$ cat config.mk
export PLATFORM = sky130hd
export DESIGN_NAME = bp_cce_mshr_bank_flat
export DESIGN_NICKNAME = d
export VERILOG_FILES = /design/src/rtl/bp_cce_mshr_bank_pkg.sv /design/src/rtl/bp_cce_mshr_bank_if.sv /design/src/rtl/bp_cce_mshr_bank_penc.sv /design/src/rtl/bp_cce_mshr_bank.sv /design/src/flat_wrapper.sv
export SDC_FILE = /design/constraint.sdc
export NUM_CORES = 2
export LEC_CHECK = 0
export BUFFER_PORTS_ARGS = -buffer_cell sky130_fd_sc_hd__buf_2
export CORE_ASPECT_RATIO = 1.25
export CORE_MARGIN = 5
export CORE_UTILIZATION = 38
export DETAILED_ROUTE_END_ITERATION = 6
export SLEW_MARGIN = 10
export SYNTH_ARGS = -nofsm -noshare
export SYNTH_HDL_FRONTEND = slang
export SYNTH_SLANG_ARGS = --single-unit
$ cat constraint.sdc
create_clock -name clk_i -period 22.8 [get_ports clk_i]
set_clock_uncertainty 0.1 [all_clocks]
set_input_delay 2.28 -clock clk_i [delete_from_list [all_inputs] [get_ports clk_i]]
set_output_delay 2.28 -clock clk_i [all_outputs]
set_load 0.005 [all_outputs]
$ cat src/rtl/bp_cce_mshr_bank_pkg.sv
// Shared types for the multi-entry CCE MSHR bank: coherence states, the
// one-hot field-select encoding, and the per-entry MSHR record.
package bp_cce_mshr_bank_pkg;

    localparam int paddr_width_p        = 40;
    localparam int lce_id_width_p       = 6;
    localparam int lce_assoc_p          = 8;
    localparam int lce_assoc_width_p    = $clog2(lce_assoc_p);
    localparam int block_offset_width_p = 6;
    localparam int num_flags_p          = 16;
    localparam int data_width_p         = 64;
    localparam int msg_size_width_lp    = 3;
    localparam int mshr_fields_lp       = 11;

    typedef enum logic [2:0] {
        e_COH_I = 3'b000,
        e_COH_S = 3'b001,
        e_COH_E = 3'b010,
        e_COH_F = 3'b011,
        e_COH_M = 3'b110,
        e_COH_O = 3'b111
    } bp_coh_states_e;

    // One-hot so that a field mask is simply an OR of these values.
    typedef enum logic [mshr_fields_lp-1:0] {
        e_mshr_lce       = 11'h001,
        e_mshr_paddr     = 11'h002,
        e_mshr_way       = 11'h004,
        e_mshr_lru_way   = 11'h008,
        e_mshr_lru_paddr = 11'h010,
        e_mshr_lru_coh   = 11'h020,
        e_mshr_owner_lce = 11'h040,
        e_mshr_owner_way = 11'h080,
        e_mshr_owner_coh = 11'h100,
        e_mshr_next_coh  = 11'h200,
        e_mshr_msg_size  = 11'h400
    } bp_cce_mshr_field_e;

    typedef struct packed {
        logic [lce_id_width_p-1:0]    lce_id;
        logic [paddr_width_p-1:0]     paddr;
        logic [lce_assoc_width_p-1:0] way_id;
        logic [lce_assoc_width_p-1:0] lru_way_id;
        logic [paddr_width_p-1:0]     lru_paddr;
        bp_coh_states_e               lru_coh_state;
        logic [lce_id_width_p-1:0]    owner_lce_id;
        logic [lce_assoc_width_p-1:0] owner_way_id;
        bp_coh_states_e               owner_coh_state;
        bp_coh_states_e               next_coh_state;
        logic [msg_size_width_lp-1:0] msg_size;
        logic [num_flags_p-1:0]       flags;
    } bp_cce_mshr_s;

    function automatic logic field_en(logic [mshr_fields_lp-1:0] mask, bp_cce_mshr_field_e f);
        return |(mask & f);
    endfunction

    function automatic bp_cce_mshr_s mshr_init(logic [lce_id_width_p-1:0]    lce_id,
                                               logic [paddr_width_p-1:0]     paddr,
                                               logic [lce_assoc_width_p-1:0] lru_way_id,
                                               logic [num_flags_p-1:0]       flags);
        bp_cce_mshr_s m;
        m                = '0;
        m.lce_id         = lce_id;
        m.paddr          = paddr;
        m.lru_way_id     = lru_way_id;
        m.flags          = flags;
        m.next_coh_state = e_COH_I;
        return m;
    endfunction

endpackage

$ cat src/rtl/bp_cce_mshr_bank_if.sv
// Signal bundle between the CCE ucode stage (master) and the MSHR bank (slave).
interface bp_cce_mshr_bank_if #(parameter int num_mshr_p = 4);
    import bp_cce_mshr_bank_pkg::*;

    localparam int id_width_lp  = $clog2(num_mshr_p);
    localparam int cnt_width_lp = $clog2(num_mshr_p + 1);

    // Allocation is a valid/ready handshake: an entry is taken on a clock edge
    // where alloc_v_i & alloc_ready_o; alloc_ready_o never depends on alloc_v_i.
    // Enabled flags are all written with w_data_i[0].
    logic                         alloc_v_i;
    logic                         alloc_ready_o;
    logic [id_width_lp-1:0]       alloc_id_o;
    logic [lce_id_width_p-1:0]    alloc_lce_id_i;
    logic [paddr_width_p-1:0]     alloc_paddr_i;
    logic [lce_assoc_width_p-1:0] alloc_lru_way_i;
    logic [num_flags_p-1:0]       alloc_flags_i;
    logic [id_width_lp-1:0]       sel_id_i;
    logic                         stall_i;
    logic [mshr_fields_lp-1:0]    w_mask_i;
    logic [num_flags_p-1:0]       flag_w_mask_i;
    logic [data_width_p-1:0]      w_data_i;
    logic                         lru_v_i;
    logic [paddr_width_p-1:0]     lru_paddr_i;
    bp_coh_states_e               lru_coh_state_i;
    logic                         free_v_i;
    logic [id_width_lp-1:0]       free_id_i;
    logic [paddr_width_p-1:0]     lookup_paddr_i;
    logic                         lookup_hit_o;
    logic [id_width_lp-1:0]       lookup_id_o;
    bp_cce_mshr_s                 mshr_o;
    logic [num_mshr_p-1:0]        valid_o;
    logic [cnt_width_lp-1:0]      count_o;

    modport master (
        output alloc_v_i, alloc_lce_id_i, alloc_paddr_i, alloc_lru_way_i, alloc_flags_i,
        output sel_id_i, stall_i, w_mask_i, flag_w_mask_i, w_data_i,
        output lru_v_i, lru_paddr_i, lru_coh_state_i, free_v_i, free_id_i, lookup_paddr_i,
        input  alloc_ready_o, alloc_id_o, lookup_hit_o, lookup_id_o, mshr_o, valid_o, count_o
    );

    modport slave (
        input  alloc_v_i, alloc_lce_id_i, alloc_paddr_i, alloc_lru_way_i, alloc_flags_i,
        input  sel_id_i, stall_i, w_mask_i, flag_w_mask_i, w_data_i,
        input  lru_v_i, lru_paddr_i, lru_coh_state_i, free_v_i, free_id_i, lookup_paddr_i,
        output alloc_ready_o, alloc_id_o, lookup_hit_o, lookup_id_o, mshr_o, valid_o, count_o
    );

endinterface

$ cat src/rtl/bp_cce_mshr_bank_penc.sv
// Lowest-index priority encoder used for free-entry pick and CAM hit encoding.
module bp_cce_mshr_bank_penc #(
    parameter int width_p    = 4,
    parameter int lg_width_p = $clog2(width_p)
) (
    input  logic [width_p-1:0]    i_req,
    output logic [lg_width_p-1:0] o_addr,
    output logic                  o_v
);

    always_comb begin
        o_addr = '0;
        o_v    = |i_req;
        for (int k = width_p - 1; k >= 0; k--) begin
            if (i_req[k]) o_addr = lg_width_p'(k);
        end
    end

endmodule

$ cat src/rtl/bp_cce_mshr_bank.sv
// Multi-entry MSHR storage: allocate/free, masked per-field writes to the
// selected entry, and a block-aligned address CAM for conflict detection.
module bp_cce_mshr_bank
    import bp_cce_mshr_bank_pkg::*;
#(
    parameter int num_mshr_p = 4
) (
    input  logic               clk_i,
    input  logic               reset_i,
    bp_cce_mshr_bank_if.slave  bus
);

    localparam int id_w_lp  = $clog2(num_mshr_p);
    localparam int cnt_w_lp = $clog2(num_mshr_p + 1);

    logic [num_mshr_p-1:0] r_valid;
    bp_cce_mshr_s          r_mshr [num_mshr_p];
    logic [cnt_w_lp-1:0]   r_count;

    logic [num_mshr_p-1:0] w_valid_n;
    bp_cce_mshr_s          w_mshr_n [num_mshr_p];
    bp_cce_mshr_s          w_ent;
    logic [num_mshr_p-1:0] w_match;
    logic                  w_alloc;
    logic                  w_free;
    logic                  w_wr_ok;
    logic                  w_unused;

    bp_cce_mshr_bank_penc #(.width_p(num_mshr_p)) u_free_penc (
        .i_req  (~r_valid),
        .o_addr (bus.alloc_id_o),
        .o_v    (bus.alloc_ready_o)
    );

    always_comb begin
        for (int i = 0; i < num_mshr_p; i++) begin
            w_match[i] = r_valid[i] &
                (r_mshr[i].paddr[paddr_width_p-1:block_offset_width_p] ==
                 bus.lookup_paddr_i[paddr_width_p-1:block_offset_width_p]);
        end
    end

    bp_cce_mshr_bank_penc #(.width_p(num_mshr_p)) u_lookup_penc (
        .i_req  (w_match),
        .o_addr (bus.lookup_id_o),
        .o_v    (bus.lookup_hit_o)
    );

    assign bus.mshr_o  = r_mshr[bus.sel_id_i];
    assign bus.valid_o = r_valid;
    assign bus.count_o = r_count;
    assign w_unused    = ^{bus.w_data_i[data_width_p-1:paddr_width_p],
                           bus.lookup_paddr_i[block_offset_width_p-1:0]};

    // Ordering gives the tie-breaks: free beats a write, allocation beats both.
    always_comb begin
        w_alloc   = bus.alloc_v_i & bus.alloc_ready_o;
        w_free    = bus.free_v_i & r_valid[bus.free_id_i];
        w_wr_ok   = r_valid[bus.sel_id_i] & ~(w_free & (bus.free_id_i == bus.sel_id_i));
        w_valid_n = r_valid;
        w_mshr_n  = r_mshr;
        w_ent     = r_mshr[bus.sel_id_i];

        if (w_wr_ok && !bus.stall_i) begin
            if (field_en(bus.w_mask_i, e_mshr_lce))       w_ent.lce_id          = bus.w_data_i[lce_id_width_p-1:0];
            if (field_en(bus.w_mask_i, e_mshr_paddr))     w_ent.paddr           = bus.w_data_i[paddr_width_p-1:0];
            if (field_en(bus.w_mask_i, e_mshr_way))       w_ent.way_id          = bus.w_data_i[lce_assoc_width_p-1:0];
            if (field_en(bus.w_mask_i, e_mshr_lru_way))   w_ent.lru_way_id      = bus.w_data_i[lce_assoc_width_p-1:0];
            if (field_en(bus.w_mask_i, e_mshr_lru_paddr)) w_ent.lru_paddr       = bus.w_data_i[paddr_width_p-1:0];
            if (field_en(bus.w_mask_i, e_mshr_lru_coh))   w_ent.lru_coh_state   = bp_coh_states_e'(bus.w_data_i[2:0]);
            if (field_en(bus.w_mask_i, e_mshr_owner_lce)) w_ent.owner_lce_id    = bus.w_data_i[lce_id_width_p-1:0];
            if (field_en(bus.w_mask_i, e_mshr_owner_way)) w_ent.owner_way_id    = bus.w_data_i[lce_assoc_width_p-1:0];
            if (field_en(bus.w_mask_i, e_mshr_owner_coh)) w_ent.owner_coh_state = bp_coh_states_e'(bus.w_data_i[2:0]);
            if (field_en(bus.w_mask_i, e_mshr_next_coh))  w_ent.next_coh_state  = bp_coh_states_e'(bus.w_data_i[2:0]);
            if (field_en(bus.w_mask_i, e_mshr_msg_size))  w_ent.msg_size        = bus.w_data_i[msg_size_width_lp-1:0];
            for (int j = 0; j < num_flags_p; j++) begin
                if (bus.flag_w_mask_i[j]) w_ent.flags[j] = bus.w_data_i[0];
            end
        end
        // Directory LRU updates land even during a ucode stall.
        if (w_wr_ok && bus.lru_v_i) begin
            w_ent.lru_paddr     = bus.lru_paddr_i;
            w_ent.lru_coh_state = bus.lru_coh_state_i;
        end
        w_mshr_n[bus.sel_id_i] = w_ent;

        if (w_free) w_valid_n[bus.free_id_i] = 1'b0;
        if (w_alloc) begin
            w_valid_n[bus.alloc_id_o] = 1'b1;
            w_mshr_n[bus.alloc_id_o]  = mshr_init(bus.alloc_lce_id_i, bus.alloc_paddr_i,
                                                  bus.alloc_lru_way_i, bus.alloc_flags_i);
        end
    end

    always_ff @(posedge clk_i or posedge reset_i) begin
        if (reset_i) begin
            r_valid <= '0;
            r_count <= '0;
            for (int i = 0; i < num_mshr_p; i++) r_mshr[i] <= mshr_init('0, '0, '0, '0);
        end else begin
            r_valid <= w_valid_n;
            r_mshr  <= w_mshr_n;
            if (w_alloc && !w_free)      r_count <= r_count + cnt_w_lp'(1);
            else if (!w_alloc && w_free) r_count <= r_count - cnt_w_lp'(1);
        end
    end

    a_free_valid: assert property (@(posedge clk_i) disable iff (reset_i)
        bus.free_v_i |-> r_valid[bus.free_id_i]);

endmodule
$ cat src/flat_wrapper.sv
// flat-port wrapper written by rule: the top's interface ports become plain ports
module bp_cce_mshr_bank_flat import bp_cce_mshr_bank_pkg::*;
#(
    parameter int num_mshr_p = 4
)
  (clk_i, reset_i, bus_alloc_v_i, bus_alloc_lce_id_i, bus_alloc_paddr_i, bus_alloc_lru_way_i, bus_alloc_flags_i, bus_sel_id_i, bus_stall_i, bus_w_mask_i, bus_flag_w_mask_i, bus_w_data_i, bus_lru_v_i, bus_lru_paddr_i, bus_lru_coh_state_i, bus_free_v_i, bus_free_id_i, bus_lookup_paddr_i, bus_alloc_ready_o, bus_alloc_id_o, bus_lookup_hit_o, bus_lookup_id_o, bus_mshr_o, bus_valid_o, bus_count_o);
  bp_cce_mshr_bank_if #(.num_mshr_p(num_mshr_p)) bus_i ();
  input  logic clk_i;
  input  logic reset_i;
  input wire logic [$bits(bus_i.alloc_v_i)-1:0] bus_alloc_v_i;
  input wire logic [$bits(bus_i.alloc_lce_id_i)-1:0] bus_alloc_lce_id_i;
  input wire logic [$bits(bus_i.alloc_paddr_i)-1:0] bus_alloc_paddr_i;
  input wire logic [$bits(bus_i.alloc_lru_way_i)-1:0] bus_alloc_lru_way_i;
  input wire logic [$bits(bus_i.alloc_flags_i)-1:0] bus_alloc_flags_i;
  input wire logic [$bits(bus_i.sel_id_i)-1:0] bus_sel_id_i;
  input wire logic [$bits(bus_i.stall_i)-1:0] bus_stall_i;
  input wire logic [$bits(bus_i.w_mask_i)-1:0] bus_w_mask_i;
  input wire logic [$bits(bus_i.flag_w_mask_i)-1:0] bus_flag_w_mask_i;
  input wire logic [$bits(bus_i.w_data_i)-1:0] bus_w_data_i;
  input wire logic [$bits(bus_i.lru_v_i)-1:0] bus_lru_v_i;
  input wire logic [$bits(bus_i.lru_paddr_i)-1:0] bus_lru_paddr_i;
  input wire logic [$bits(bus_i.lru_coh_state_i)-1:0] bus_lru_coh_state_i;
  input wire logic [$bits(bus_i.free_v_i)-1:0] bus_free_v_i;
  input wire logic [$bits(bus_i.free_id_i)-1:0] bus_free_id_i;
  input wire logic [$bits(bus_i.lookup_paddr_i)-1:0] bus_lookup_paddr_i;
  output wire logic [$bits(bus_i.alloc_ready_o)-1:0] bus_alloc_ready_o;
  output wire logic [$bits(bus_i.alloc_id_o)-1:0] bus_alloc_id_o;
  output wire logic [$bits(bus_i.lookup_hit_o)-1:0] bus_lookup_hit_o;
  output wire logic [$bits(bus_i.lookup_id_o)-1:0] bus_lookup_id_o;
  output wire logic [$bits(bus_i.mshr_o)-1:0] bus_mshr_o;
  output wire logic [$bits(bus_i.valid_o)-1:0] bus_valid_o;
  output wire logic [$bits(bus_i.count_o)-1:0] bus_count_o;
  assign bus_i.alloc_v_i = bus_alloc_v_i;
  assign bus_i.alloc_lce_id_i = bus_alloc_lce_id_i;
  assign bus_i.alloc_paddr_i = bus_alloc_paddr_i;
  assign bus_i.alloc_lru_way_i = bus_alloc_lru_way_i;
  assign bus_i.alloc_flags_i = bus_alloc_flags_i;
  assign bus_i.sel_id_i = bus_sel_id_i;
  assign bus_i.stall_i = bus_stall_i;
  assign bus_i.w_mask_i = bus_w_mask_i;
  assign bus_i.flag_w_mask_i = bus_flag_w_mask_i;
  assign bus_i.w_data_i = bus_w_data_i;
  assign bus_i.lru_v_i = bus_lru_v_i;
  assign bus_i.lru_paddr_i = bus_lru_paddr_i;
  assign bus_i.lru_coh_state_i = bus_lru_coh_state_i;
  assign bus_i.free_v_i = bus_free_v_i;
  assign bus_i.free_id_i = bus_free_id_i;
  assign bus_i.lookup_paddr_i = bus_lookup_paddr_i;
  assign bus_alloc_ready_o = bus_i.alloc_ready_o;
  assign bus_alloc_id_o = bus_i.alloc_id_o;
  assign bus_lookup_hit_o = bus_i.lookup_hit_o;
  assign bus_lookup_id_o = bus_i.lookup_id_o;
  assign bus_mshr_o = bus_i.mshr_o;
  assign bus_valid_o = bus_i.valid_o;
  assign bus_count_o = bus_i.count_o;
  bp_cce_mshr_bank #(.num_mshr_p(num_mshr_p)) u_core (.clk_i(clk_i), .reset_i(reset_i), .bus(bus_i));
endmodule
* Word level (Yosys, flattened, before mapping)
Cells that the tools add are included.
** Word-level totals
- Output and inout bits :: 142
- Input port bits :: 249
- Flip-flop bits (word level) :: 523
** Operators by class
- Mux-type cells :: 59
- Add/sub/neg operators :: 2
- Reductions and logical operators :: 14
- $lt $le $gt $ge :: 9
- Equality and inequality tests :: 5
- Bitwise logic cells :: 15
** Operators with widths (count)
- 516-bit bitwise mux :: 2
- 129-bit two-way mux :: 5
- 129-bit demux with 2-bit select :: 2
- 516-bit two-way mux :: 1
- 129-bit binary-select mux with 2-bit select :: 1
- 34-bit == test :: 4
- 40-bit two-way mux :: 2
- 43-bit two-way mux :: 1
- 3-bit two-way mux :: 9
- 1-bit two-way mux :: 20
- 2-bit two-way mux :: 8
- 6-bit two-way mux :: 2
- 2-bit by 3-bit less-than comparator with 1-bit output (second input constant) :: 3
- 1-bit AND :: 8
- 1-bit logical AND :: 8
- 4-bit two-way mux :: 2
- 4-bit NOT :: 2
- 4-bit OR reduction :: 2
- 3-bit greater-or-equal comparator (second input constant) :: 2
- 3-bit by 1-bit less-than comparator with 1-bit output (second input constant) :: 2
- 2-bit NOT with 3-bit output :: 2
- 4-bit AND :: 1
- 1-bit binary-select mux with 2-bit select :: 2
- 1-bit demux with 2-bit select :: 2
- 8 further kinds :: 11

* Logic depth before layout (Yosys ltp)
- Word-level depth :: 12
- Gate-level depth with buffers :: 10
- Gate-level depth less buffers :: 8

* Cells and area by module
A second synthesis with hierarchy kept.
** Second synthesis, totals
- Cell total of the unflattened synthesis :: 2730
- Area, all modules :: 28889.0 um2
** By module, submodules not included
- bp_cce_mshr_bank :: instances 1, seq. area each 13087.6 um2, area an instance 28818.9 um2, cells each 2716
- bp_cce_mshr_bank_penc :: instances 2, seq. area each 0.0 um2, area an instance 35.0 um2, cells each 7

* Least setup slack after synthesis
Ideal clock, no wire load.
- Path kind :: input to output
- Start point :: input bus_sel_id_i[0]
- End point :: output bus_mshr_o[0]
- Setup slack :: 16.701 ns
- Data arrival time :: 3.719 ns
- Cell stages on the path :: 5
- Data required time :: 20.420 ns
- Buffers on the path :: 4
- Path through :: buf_2 -> buf_4 -> buf_2 -> buf_2 -> mux4_2
** Between the ends
- Longest elaborated chain between the ends :: 4
** RTL lines
- start, declared :: line flat_wrapper.sv:15 : input wire logic [$bits(bus_i.sel_id_i)-1:0] bus_sel_id_i;
- 2-bit NOT with 3-bit output (implied by the code) :: line bp_cce_mshr_bank.sv:49 : assign bus.mshr_o = r_mshr[bus.sel_id_i];
- 129-bit binary-select mux with 2-bit select :: line bp_cce_mshr_bank.sv:49
- 129-bit two-way mux (implied by the code) (2 in a row) :: line bp_cce_mshr_bank.sv:49
- end, declared :: line flat_wrapper.sv:30 : output wire logic [$bits(bus_i.mshr_o)-1:0] bus_mshr_o;
No other way between the ends. The select of a mux whose other input is x is not followed.

* Final worst setup path
- Start point :: input bus_sel_id_i[0]
- End point :: output bus_mshr_o[121]
Same word-level chain as after synthesis.

==> results.ini <==
[sta]
finalCritPeriodShare_pct = 31.2
period_minus_slack_ns = 7.12
tightest_slew_ns = 1.17
hold_violations = 0
setup_viol_count_final = 0
fmax_mhz = 140
drv_slew = 0
grt_setup_unrepaired = false
slew_headroom_pct = 21.9
fin_tns_setup_ns = 0

[clock_network]
cts.path.max_buffers = 3
cts-root-buf = clkbuf_16
htree_levels = 2
clock_latency_ns = 0.63
clock_sinks = 523
holdBufCountCts = 0
cts_resized = 0
cts_made_buffers = 57
cts_tree = done
cts_setup_buffers = 0
clk_pin_slew_ns = 0.06

[finish]
drive_gt1_share_pct = 20.7
nets = 3342
final_cell_mix = 523 x dfrtp_1, 496 x a21oi_1, 370 x nand2_1
area_delta_synth_final_pct = 14.4
final_common_cell = dfrtp_1
finalNonFillerCells = 4113

[global_routing]
grt_pass1_wl_um = 171000
antenna_found_initial = 24
met1_usage_pct = 37.5
use_met2_pct = 45.0
grt_util_all_layers_pct = 28.0
grt_busiest_layer = met2
grt_pass1_vias = 25091
grt_max_degree = 156
grt_overflow = 0
grtUsageMet3_pct = 5.66

[setup_path]
critPathMaxFanout = 56
rrSetupSlack_ns = 18.39
arrival_ns = 4.74
path_class = in2out
cp.required_ns = 20.42
cp-end-kind = primary output
cp-start-kind = input pin

[routing]
route.vias.total = 25382
wl_um = 117000
drc = 0
vias_per_cell = 6.17
drt-wirelength-per-cell_um = 28.5
drt_iter0_drc = 2685
drt_first_pass_iters = 5
postRouteAntennaNets = 0

[floorplan]
fp.dieW_um = 255
core_area_um2 = 74600
initial_core_util_pct = 38.2
boundaryPins = 391
die_h_um = 316
placementRows = 112
fp.dieArea_um2 = 80600

[yosys]
syn_inst = 2936
yosysWarnings = 0
synth_nets = 3187
synth_cell_types = 42
syn_area_um2 = 28500
avgSynthCellArea_um2 = 9.70
yosys.area.top_type_share_pct = 46.0
ys_ff_latch = 523
yosysTopAreaCell = dfrtp_1
ys_seq_area_share_pct = 46.0
synth_area_leaders = dfrtp_1 46%, mux4_2 10%, a21oi_1 8.7%

[placed_design]
dp_cells = 4001
gp_congestion = 0.913
dp_hpwl_um = 69400
portBuffers = 360

[min_path]
hold_class = reg2reg

[pwr]
leakage_nw = 14.3
power_density_nw_per_um2 = 135
ir_worst_vdd_mv = 0.0616

[run_status]
status = completed

[flow_run]
maxCapViolCount = 0

## worst max-delay path, cell delays in order
cell    delay [ns]
buf_8         0.50
buf_4         0.91
mux4_2        0.69
buf_2         0.17
## flip-flops by register name, indices dropped and copies added, names as in the netlist
register and cells:
u_core.bus.count_o 3, u_core.bus.valid_o 4, u_core.r_mshr 516
## area by class of cell
| cell class | count | area [µm²] |
|---|---|---|
| repair buffers | 404 | 2160 |
| diodes | 15 | 37.5 |
| inverters | 49 | 191 |
| well taps | 969 | 1210 |
| multi-input cells | 2056 | 14100 |
| fillers | 7244 | 42000 |
| clock buffers | 79 | 1610 |
| clock inverters | 18 | 230 |
| flip-flops and latches | 523 | 13100 |
## cells by family (layout without fill, tap and decap cells)
| family | Yosys count | in the layout | share of synthesized area (%) |
|---|---|---|---|
| simple gates | 698 | 698 | 12.2 |
| flops | 523 | 523 | 46.0 |
| compound gates | 997 | 997 | 18.9 |
| other cells | 0 | 15 | 0 |
| mux | 218 | 218 | 13.4 |
| xor+xnor | 141 | 141 | 4.34 |
| buf+inv | 357 | 550 | 5.10 |
| fa+ha+maj | 2 | 2 | 0.114 |
## synth_stat cells
library cell / instances
a21boi_0: 2
a21oi_1: 496
a221oi_1: 43
a22oi_1: 65
and2_0: 3
and2_1: 7
and3_1: 195
and4_1: 1
buf_1: 21
buf_2: 26
buf_4: 5
buf_6: 2
buf_8: 4
clkbuf_1: 250
dfrtp_1: 523
fa_1: 1
ha_1: 1
inv_1: 48
inv_2: 1
mux2_2: 1
mux2i_1: 86
mux4_2: 131
nand2_1: 375
nand2b_1: 6
nand3_1: 4
nand3b_1: 43
nand4_1: 35
nand4b_1: 1
nor2_1: 5
nor2b_1: 4
nor3_1: 5
nor3_2: 1
nor3_4: 1
nor3b_1: 1
nor4_1: 8
o21ai_0: 312
o21ai_1: 36
o22ai_1: 43
or2_2: 2
or3_1: 1
xnor2_1: 127
xor2_1: 14
## stage by stage
step	hold slack [ns]	utilization (%)	total power, W	cell area, µm²	worst slack, ns
global route	0.382	43.7	0.00465	32600	15.50
global placement	0.355	41.2	0.00339	30700	15.48
detailed placement	0.361	41.2	0.00343	30700	15.46
finish	0.365	43.7	0.00440	32600	15.68
CTS	0.372	43.7	0.00438	32500	15.63
floorplan	0.365	-	0.00277	28500	5.81
## metal layers
layer,part of all wire [%],up-vias
met5,0.059,-
met4,4.2,12
met3,9.7,254
met2,48,1495
met1,38,12715
li1,-,10906
## report_power, final
part           switching, W  internal, W
combinational       0.00103     0.000757
sequential         0.000296      0.00137
clock              0.000398     0.000544
## final timing paths
path | start | end | cells after the start
min in group asynchronous | reset_i | u_core.r_mshr[485] | 2
hold reg to reg | u_core.bus.count_o[2] | u_core.bus.count_o[2] | 1
setup reg to reg | u_core.bus.valid_o[0] | u_core.r_mshr[228] | 9
max in group asynchronous | reset_i | u_core.r_mshr[424] | 4
setup / recovery | bus_sel_id_i[0] | bus_mshr_o[121] | 4
hold / removal | u_core.bus.count_o[2] | u_core.bus.count_o[2] | 1
Power figures use the tool's default switching activity.
